===== src/rtl/cdb_arbiter.sv =====
// ---------------------------------------------------------------------------
// cdb_arbiter
//   Arbitrates ALU and LSU results onto a single registered common data bus.
//   Each producer port owns a one-entry holding buffer; arbitration looks only
//   at buffered entries, so an accepted result reaches the CDB two cycles
//   after its transfer when uncontended, and the bus sustains one broadcast
//   per cycle.
//
//   Ties are resolved round-robin by default (ALU wins the first tie after
//   reset). Defining CDB_ARB_FIXED_PRIO_EN makes every tie go to the ALU.
//
// Ports
//   clk, rst_n                  clock, asynchronous active-low reset
//   flush                       squash all buffered and in-flight results
//   alu_valid/tag/data, ready   ALU result handshake
//   lsu_valid/tag/data, ready   LSU result handshake
//   cdb_valid/tag/data          registered broadcast, one cycle per result
//   conflict_cnt                saturating count of cycles with both pending
// ---------------------------------------------------------------------------
module cdb_arbiter #(
    parameter int TAG_W  = 5,
    parameter int DATA_W = 32
) (
    input  logic              clk,
    input  logic              rst_n,
    input  logic              flush,
    input  logic              alu_valid,
    input  logic [TAG_W-1:0]  alu_tag,
    input  logic [DATA_W-1:0] alu_data,
    output logic              alu_ready,
    input  logic              lsu_valid,
    input  logic [TAG_W-1:0]  lsu_tag,
    input  logic [DATA_W-1:0] lsu_data,
    output logic              lsu_ready,
    output logic              cdb_valid,
    output logic [TAG_W-1:0]  cdb_tag,
    output logic [DATA_W-1:0] cdb_data,
    output logic [15:0]       conflict_cnt
);

    logic              pend_v_alu;
    logic [TAG_W-1:0]  pend_tag_alu;
    logic [DATA_W-1:0] pend_data_alu;
    logic              pend_v_lsu;
    logic [TAG_W-1:0]  pend_tag_lsu;
    logic [DATA_W-1:0] pend_data_lsu;

    logic grant_alu;
    logic grant_lsu;
    logic alu_fire;
    logic lsu_fire;

`ifndef CDB_ARB_FIXED_PRIO_EN
    typedef enum logic {
        PORT_ALU = 1'b0,
        PORT_LSU = 1'b1
    } port_e;

    port_e last_grant;
`endif

    // Grant decision: only buffered entries compete; flush suppresses all.
    always_comb begin
        grant_alu = 1'b0;
        grant_lsu = 1'b0;
        if (!flush) begin
            if (pend_v_alu && pend_v_lsu) begin
`ifdef CDB_ARB_FIXED_PRIO_EN
                grant_alu = 1'b1;
`else
                if (last_grant == PORT_LSU) begin
                    grant_alu = 1'b1;
                end else begin
                    grant_lsu = 1'b1;
                end
`endif
            end else begin
                grant_alu = pend_v_alu;
                grant_lsu = pend_v_lsu;
            end
        end
    end

    // A granted buffer drains this edge, so it can take a new result in the
    // same cycle; that keeps one broadcast per cycle per port.
    assign alu_ready = ~flush & (~pend_v_alu | grant_alu);
    assign lsu_ready = ~flush & (~pend_v_lsu | grant_lsu);
    assign alu_fire  = alu_valid & alu_ready;
    assign lsu_fire  = lsu_valid & lsu_ready;

    always_ff @(posedge clk or negedge rst_n) begin
        if (!rst_n) begin
            pend_v_alu    <= 1'b0;
            pend_tag_alu  <= '0;
            pend_data_alu <= '0;
        end else if (flush) begin
            pend_v_alu <= 1'b0;
        end else if (alu_fire) begin
            pend_v_alu    <= 1'b1;
            pend_tag_alu  <= alu_tag;
            pend_data_alu <= alu_data;
        end else if (grant_alu) begin
            pend_v_alu <= 1'b0;
        end
    end

    always_ff @(posedge clk or negedge rst_n) begin
        if (!rst_n) begin
            pend_v_lsu    <= 1'b0;
            pend_tag_lsu  <= '0;
            pend_data_lsu <= '0;
        end else if (flush) begin
            pend_v_lsu <= 1'b0;
        end else if (lsu_fire) begin
            pend_v_lsu    <= 1'b1;
            pend_tag_lsu  <= lsu_tag;
            pend_data_lsu <= lsu_data;
        end else if (grant_lsu) begin
            pend_v_lsu <= 1'b0;
        end
    end

    // Broadcast register: tag/data hold when nothing is granted.
    always_ff @(posedge clk or negedge rst_n) begin
        if (!rst_n) begin
            cdb_valid <= 1'b0;
            cdb_tag   <= '0;
            cdb_data  <= '0;
        end else if (grant_alu) begin
            cdb_valid <= 1'b1;
            cdb_tag   <= pend_tag_alu;
            cdb_data  <= pend_data_alu;
        end else if (grant_lsu) begin
            cdb_valid <= 1'b1;
            cdb_tag   <= pend_tag_lsu;
            cdb_data  <= pend_data_lsu;
        end else begin
            cdb_valid <= 1'b0;
        end
    end

`ifndef CDB_ARB_FIXED_PRIO_EN
    // Reset to LSU so the ALU takes the first tie.
    always_ff @(posedge clk or negedge rst_n) begin
        if (!rst_n) begin
            last_grant <= PORT_LSU;
        end else if (grant_alu) begin
            last_grant <= PORT_ALU;
        end else if (grant_lsu) begin
            last_grant <= PORT_LSU;
        end
    end
`endif

    always_ff @(posedge clk or negedge rst_n) begin
        if (!rst_n) begin
            conflict_cnt <= '0;
        end else if (pend_v_alu && pend_v_lsu && !flush && (conflict_cnt != '1)) begin
            conflict_cnt <= conflict_cnt + 16'd1;
        end
    end

endmodule


===== config.mk =====
export PLATFORM = sky130hd
export DESIGN_NAME = cdb_arbiter
export DESIGN_NICKNAME = d
export VERILOG_FILES = /design/src/rtl/cdb_arbiter.sv
export SDC_FILE = /design/constraint.sdc
export NUM_CORES = 1
export LEC_CHECK = 0
export CAP_MARGIN = 20
export CORE_ASPECT_RATIO = 1.2
export CORE_MARGIN = 2
export CORE_UTILIZATION = 55
export DETAILED_ROUTE_END_ITERATION = 12
export DONT_BUFFER_PORTS = 1
export PLACE_DENSITY = 0.7
export SETUP_SLACK_MARGIN = 0.5
export SKIP_LAST_GASP = 1
export SYNTH_ARGS = -nofsm -noshare
export SYNTH_HDL_FRONTEND = slang
export SYNTH_SLANG_ARGS = --single-unit

===== constraint.sdc =====
create_clock -name clk -period 3.3 [get_ports clk]
set_input_delay 0.33 -clock clk [delete_from_list [all_inputs] [get_ports clk]]
set_output_delay 0.33 -clock clk [all_outputs]
set_load 0.05 [all_outputs]

Word level (Yosys, flattened, before mapping)
Index checks and enable logic that the tools add are counted.
Storage, ports and cells
  bits in registers: 131
  latch bits: 0
  bits in writable memories: 0
  ROM bits: 0
  input bits: 79
  output and inout bits: 56
  word-level logic and storage cells: 51
  memories: 0
Operators by class
  $add $sub $neg: 1
  $mul: 0
  divide/modulo/power cells: 0
  $lt $le $gt $ge: 0
  eq/ne operators: 1
  shifts and indexed selects: 0
  muxes and demuxes: 20
  bitwise logic cells: 9
  reduce and logical (&&, ||, !) cells: 9
Operator list (number)
  32-bit two-way mux: 2
  16-bit by 1-bit adder with 16-bit output, second input constant: 1
  1-bit two-way mux: 16
  16-bit != test, second input constant: 1
  5-bit two-way mux: 2
  3-bit nonzero test: 2
  1-bit AND: 4
  2-bit AND reduction: 2
  1-bit logical AND: 3
  1-bit NOT: 3
  1-bit OR: 2
  2-bit nonzero test: 1
  1-bit logical NOT: 1

Longest topological paths before layout
  word-level depth: 8
  depth in mapped cells: 6
  gate-level depth less buffers: 5

Least setup slack after synthesis
Ideal clock, no wire load.
  path type: reg-to-reg
  start: register last_grant
  end: register pend_data_lsu[10]
  arrival time: 2.276 ns
  slack: 0.899 ns
  stages on the path, launching flop included: 5
  buffers on the path: 1
  cell sequence: dfstp_2 -> a31oi_1 -> nand2_1 -> buf_2 -> mux2_2
On the way
  cells in the longest elaborated chain, start to end: 7
RTL lines
  from (decl): line 59  | port_e last_grant;
  from (signal assigned): line 146  | last_grant <= PORT_LSU;
  from (signal assigned): line 148  | last_grant <= PORT_ALU;
  from (signal assigned): line 150  | last_grant <= PORT_LSU;
  1-bit two-way mux: line 71  | if (last_grant == PORT_LSU) begin
  1-bit two-way mux: line 67  | if (pend_v_alu && pend_v_lsu) begin
  1-bit two-way mux: line 66  | if (!flush) begin
  1-bit OR: line 87  | assign lsu_ready = ~flush & (~pend_v_lsu | grant_lsu);
  1-bit AND: line 87
  named net lsu_ready: line 34  | output logic lsu_ready,
  1-bit AND: line 89  | assign lsu_fire = lsu_valid & lsu_ready;
  2-bit AND reduction (no source line)
  to (signal assigned): line 117  | pend_data_lsu <= lsu_data;
  to (decl): line 46  | logic [DATA_W-1:0] pend_data_lsu;
The timed path passes the listed nets, and every way through them passes these cells.
A chain may end at the register's enable or synchronous reset.

Worst setup path after layout
  start: register conflict_cnt[0]
  end: register conflict_cnt[1]
On the way
  cells in the longest elaborated chain, start to end: 2
RTL lines
  from (decl): line 38  | output logic [15:0] conflict_cnt
  from (signal assigned): line 159  | conflict_cnt <= conflict_cnt + 16'd1;
  branches (longest 2 deep; another with 16-bit by 1-bit adder with 16-bit output)
Parallel ways; which one is timed is not known.

==> out/metrics.cfg <==
[run_status]
status = finished, violations left
violations = hold timing

[synth]
syn_inst = 404
syn_avg_cell_area_um2 = 13.4
ys_seq_elements = 131
synth_area_um2 = 5410
synth_nets = 484
yosys_warnings = 0
synth_seq_area_share_pct = 60.7
synth_edf_count = 0
post_synth_num_cell_types = 39
synth_ff_type = dfrtp_1
async_flop_share_pct = 100

[layout]
layout-drive-gt1-share_pct = 29.3
fill_cells = 773
diodes = 0
mostFrequentLayoutCells = dfrtp_1 (130), mux2_2 (74), nor2_1 (44)
final_common_cell = dfrtp_1
syn_to_final_growth_pct = 13.5
fin_nets = 491

[critical_path]
worst-setup-path-type = flip-flop to flip-flop
worst-path-max-fanout = 9
startpoint_type = flip-flop
cp.arrival_ns = 2.64
end_kind = flip-flop
rrSetupSlack_ns = 0.94
required_ns = 3.59

[sta]
fin_tns_setup_ns = 0
finalHoldViolations = 131
period_share_pct = 71.5
fin_crit_ns = 2.36
rsz0062_at_grt = false
max_freq_mhz = 424
whs_ns = -0.380
finalSetupViolCount = 0
slew_headroom_pct = 37.1
worstMarginPinSlew_ns = 0.939
skew_ns = 0.00386
slew_violations = 0

[floorplan]
start_util_pct = 56.5
core_um2 = 9560
dieArea_um2 = 10600
rows = 39
die_h_um = 113
die_w_um = 94.5
io_pins = 135

[clocking]
clk_latency_ns = 0.40
cts_max_level = 4
cts_hold_buffers = 1
clk_path_buf_depth = 2
numCtsBuffers = 17
cts_num_sinks = 131
path_clk_slew_ns = 0.05
root_buffer = clkbuf_16
post_cts_buffers = 0
cts_tree = done
post_cts_resized = 0

[power_and_ir_drop]
p_switching_mw = 1.52
vdd_ir_drop_max_mv = 0.486
intPower_mw = 3.35
p_leak_nw = 2.91
finalPower_mw = 4.87
pwr-share-clk_pct = 38.0
p_comb_share_pct = 8.7
power_frac_seq_pct = 53.4
powerDensity_nw_per_um2 = 793
netSwitchingFraction_pct = 31.2

[route]
wl_per_cell_um = 18.5
via_per_inst = 5.66
drc = 0
drtIter0Drc = 108
drtPass1Iterations = 4
vias = 3091
drt_wl_total_um = 10100
ant_nets = 0

[placement]
port_buffers = 0
gp_congestion = 0.747
dp_hpwl_um = 6700

[grt]
grt_usage_pct = 20.5
antenna_found_initial = 1
grt_pass1_vias = 3360
grt_pass1_wl_um = 16600
gr-total-overflow = 0
grt_start_max_net_pins = 132

[run]
max_cap_viol_count = 0

[worst_hold_path]
hp-class = primary input to asynchronous set/reset pin

## cells in the mapped netlist, types with 2 or more instances
master    instances  area (um^2)
dfrtp_1         130         3250
mux2_2           74          833
nor2_1           44          165
a21oi_1          37          185
mux2i_1          37          370
buf_2            16         80.1
xor2_1           12          105
nand2_1           8         30.0
nand3_1           4         20.0
nor3_1            4         20.0
xnor2_1           3         26.3
a31oi_1           2         12.5
and3b_1           2         17.5
and4_1            2         17.5
clkbuf_1          2         7.51
inv_1             2         7.51
nand4_2           2         25.0
nor4_1            2         12.5
## layer usage
layer / wire length, um / vias to the layer above / GRT usage (%) / share of wire [%]
met4: 197 / 2 / 8.60 / 1.9
met3: 953 / 18 / 10.1 / 9.4
li1: - / 1434 / - / -
met1: 4020 / 1538 / 23.5 / 40
met5: 13 / - / 0 / 0.13
met2: 4940 / 99 / 32.5 / 49
## cell families after synthesis
kind of cell / Yosys count / share of synthesized area, %
flops: 131 / 60.7
mux: 112 / 22.5
simple gates: 83 / 8.22
compound gates: 41 / 4.03
buf+inv: 21 / 1.90
xor+xnor: 15 / 2.43
fa+ha+maj: 1 / 0.231
## per-stage QoR
| step | setup slack (ns) | instances | util (%) | hold slack [ns] | cell area (um^2) |
|---|---|---|---|---|---|
| 2_1_floorplan | 0.899 | 404 | - | 0.0344 | 5410 |
| 3_3_place_gp | 1.02 | 514 | 57.8 | 0.0371 | 5530 |
| 3_5_place_dp | 0.951 | 514 | 57.8 | 0.0372 | 5530 |
| 4_1_cts | 0.942 | 546 | 64.2 | -0.402 | 6140 |
| 5_1_grt | 0.859 | 546 | 64.2 | -0.407 | 6140 |
| 6_report | 0.942 | 546 | 64.2 | -0.380 | 6140 |
## sequential cells by signal, indices dropped and copies added (netlist names), 5 cells and up
signal and flops:
pend_tag_lsu 5, conflict_cnt 16, cdb_data 32, cdb_tag 5
pend_data_alu 32, pend_tag_alu 5, pend_data_lsu 32
## cell type report
type / count / area, um^2 / share of cell area [%]
Sequential cell: 131 / 3280 / 53.4
Timing Repair Buffer: 7 / 67.6 / 1.10
Inverter: 2 / 7.51 / 0.122
Tap cell: 123 / 154 / 2.51
Multi-Input combinational cell: 252 / 2030 / 33.1
Clock buffer: 23 / 498 / 8.12
Clock inverter: 8 / 100 / 1.63
## worst max-delay path, stage by stage, from the launching register on
cell	delay [ns]
dfrtp_1	0.70
ha_1	0.30
nand4_2	0.20
nor4_4	0.63
nor2_2	0.10
mux2_4	0.31
## power groups by stage
stage	sequential (mW)	clock (mW)	combinational, mW
5_1_grt	2.64	1.96	0.472
6_report	2.60	1.85	0.421
4_1_cts	2.60	1.89	0.428
3_5_place_dp	2.63	0	0.429
3_3_place_gp	2.62	0	0.401
2_1_floorplan	2.56	0	0.367
## path summary, 6_finish.rpt
| path | startpoint | to | cells after the start |
|---|---|---|---|
| max | conflict_cnt[0] | conflict_cnt[1] | 5 |
| min | rst_n | pend_data_lsu[30] | 0 |
| max reg2reg | conflict_cnt[0] | conflict_cnt[1] | 5 |
| min reg2reg | pend_data_lsu[5] | pend_data_lsu[5] | 1 |
| max in group asynchronous | rst_n | last_grant | 0 |
| min in group clk | alu_valid | pend_v_alu | 2 |
No activity file was read; power rests on OpenSTA's default activity.
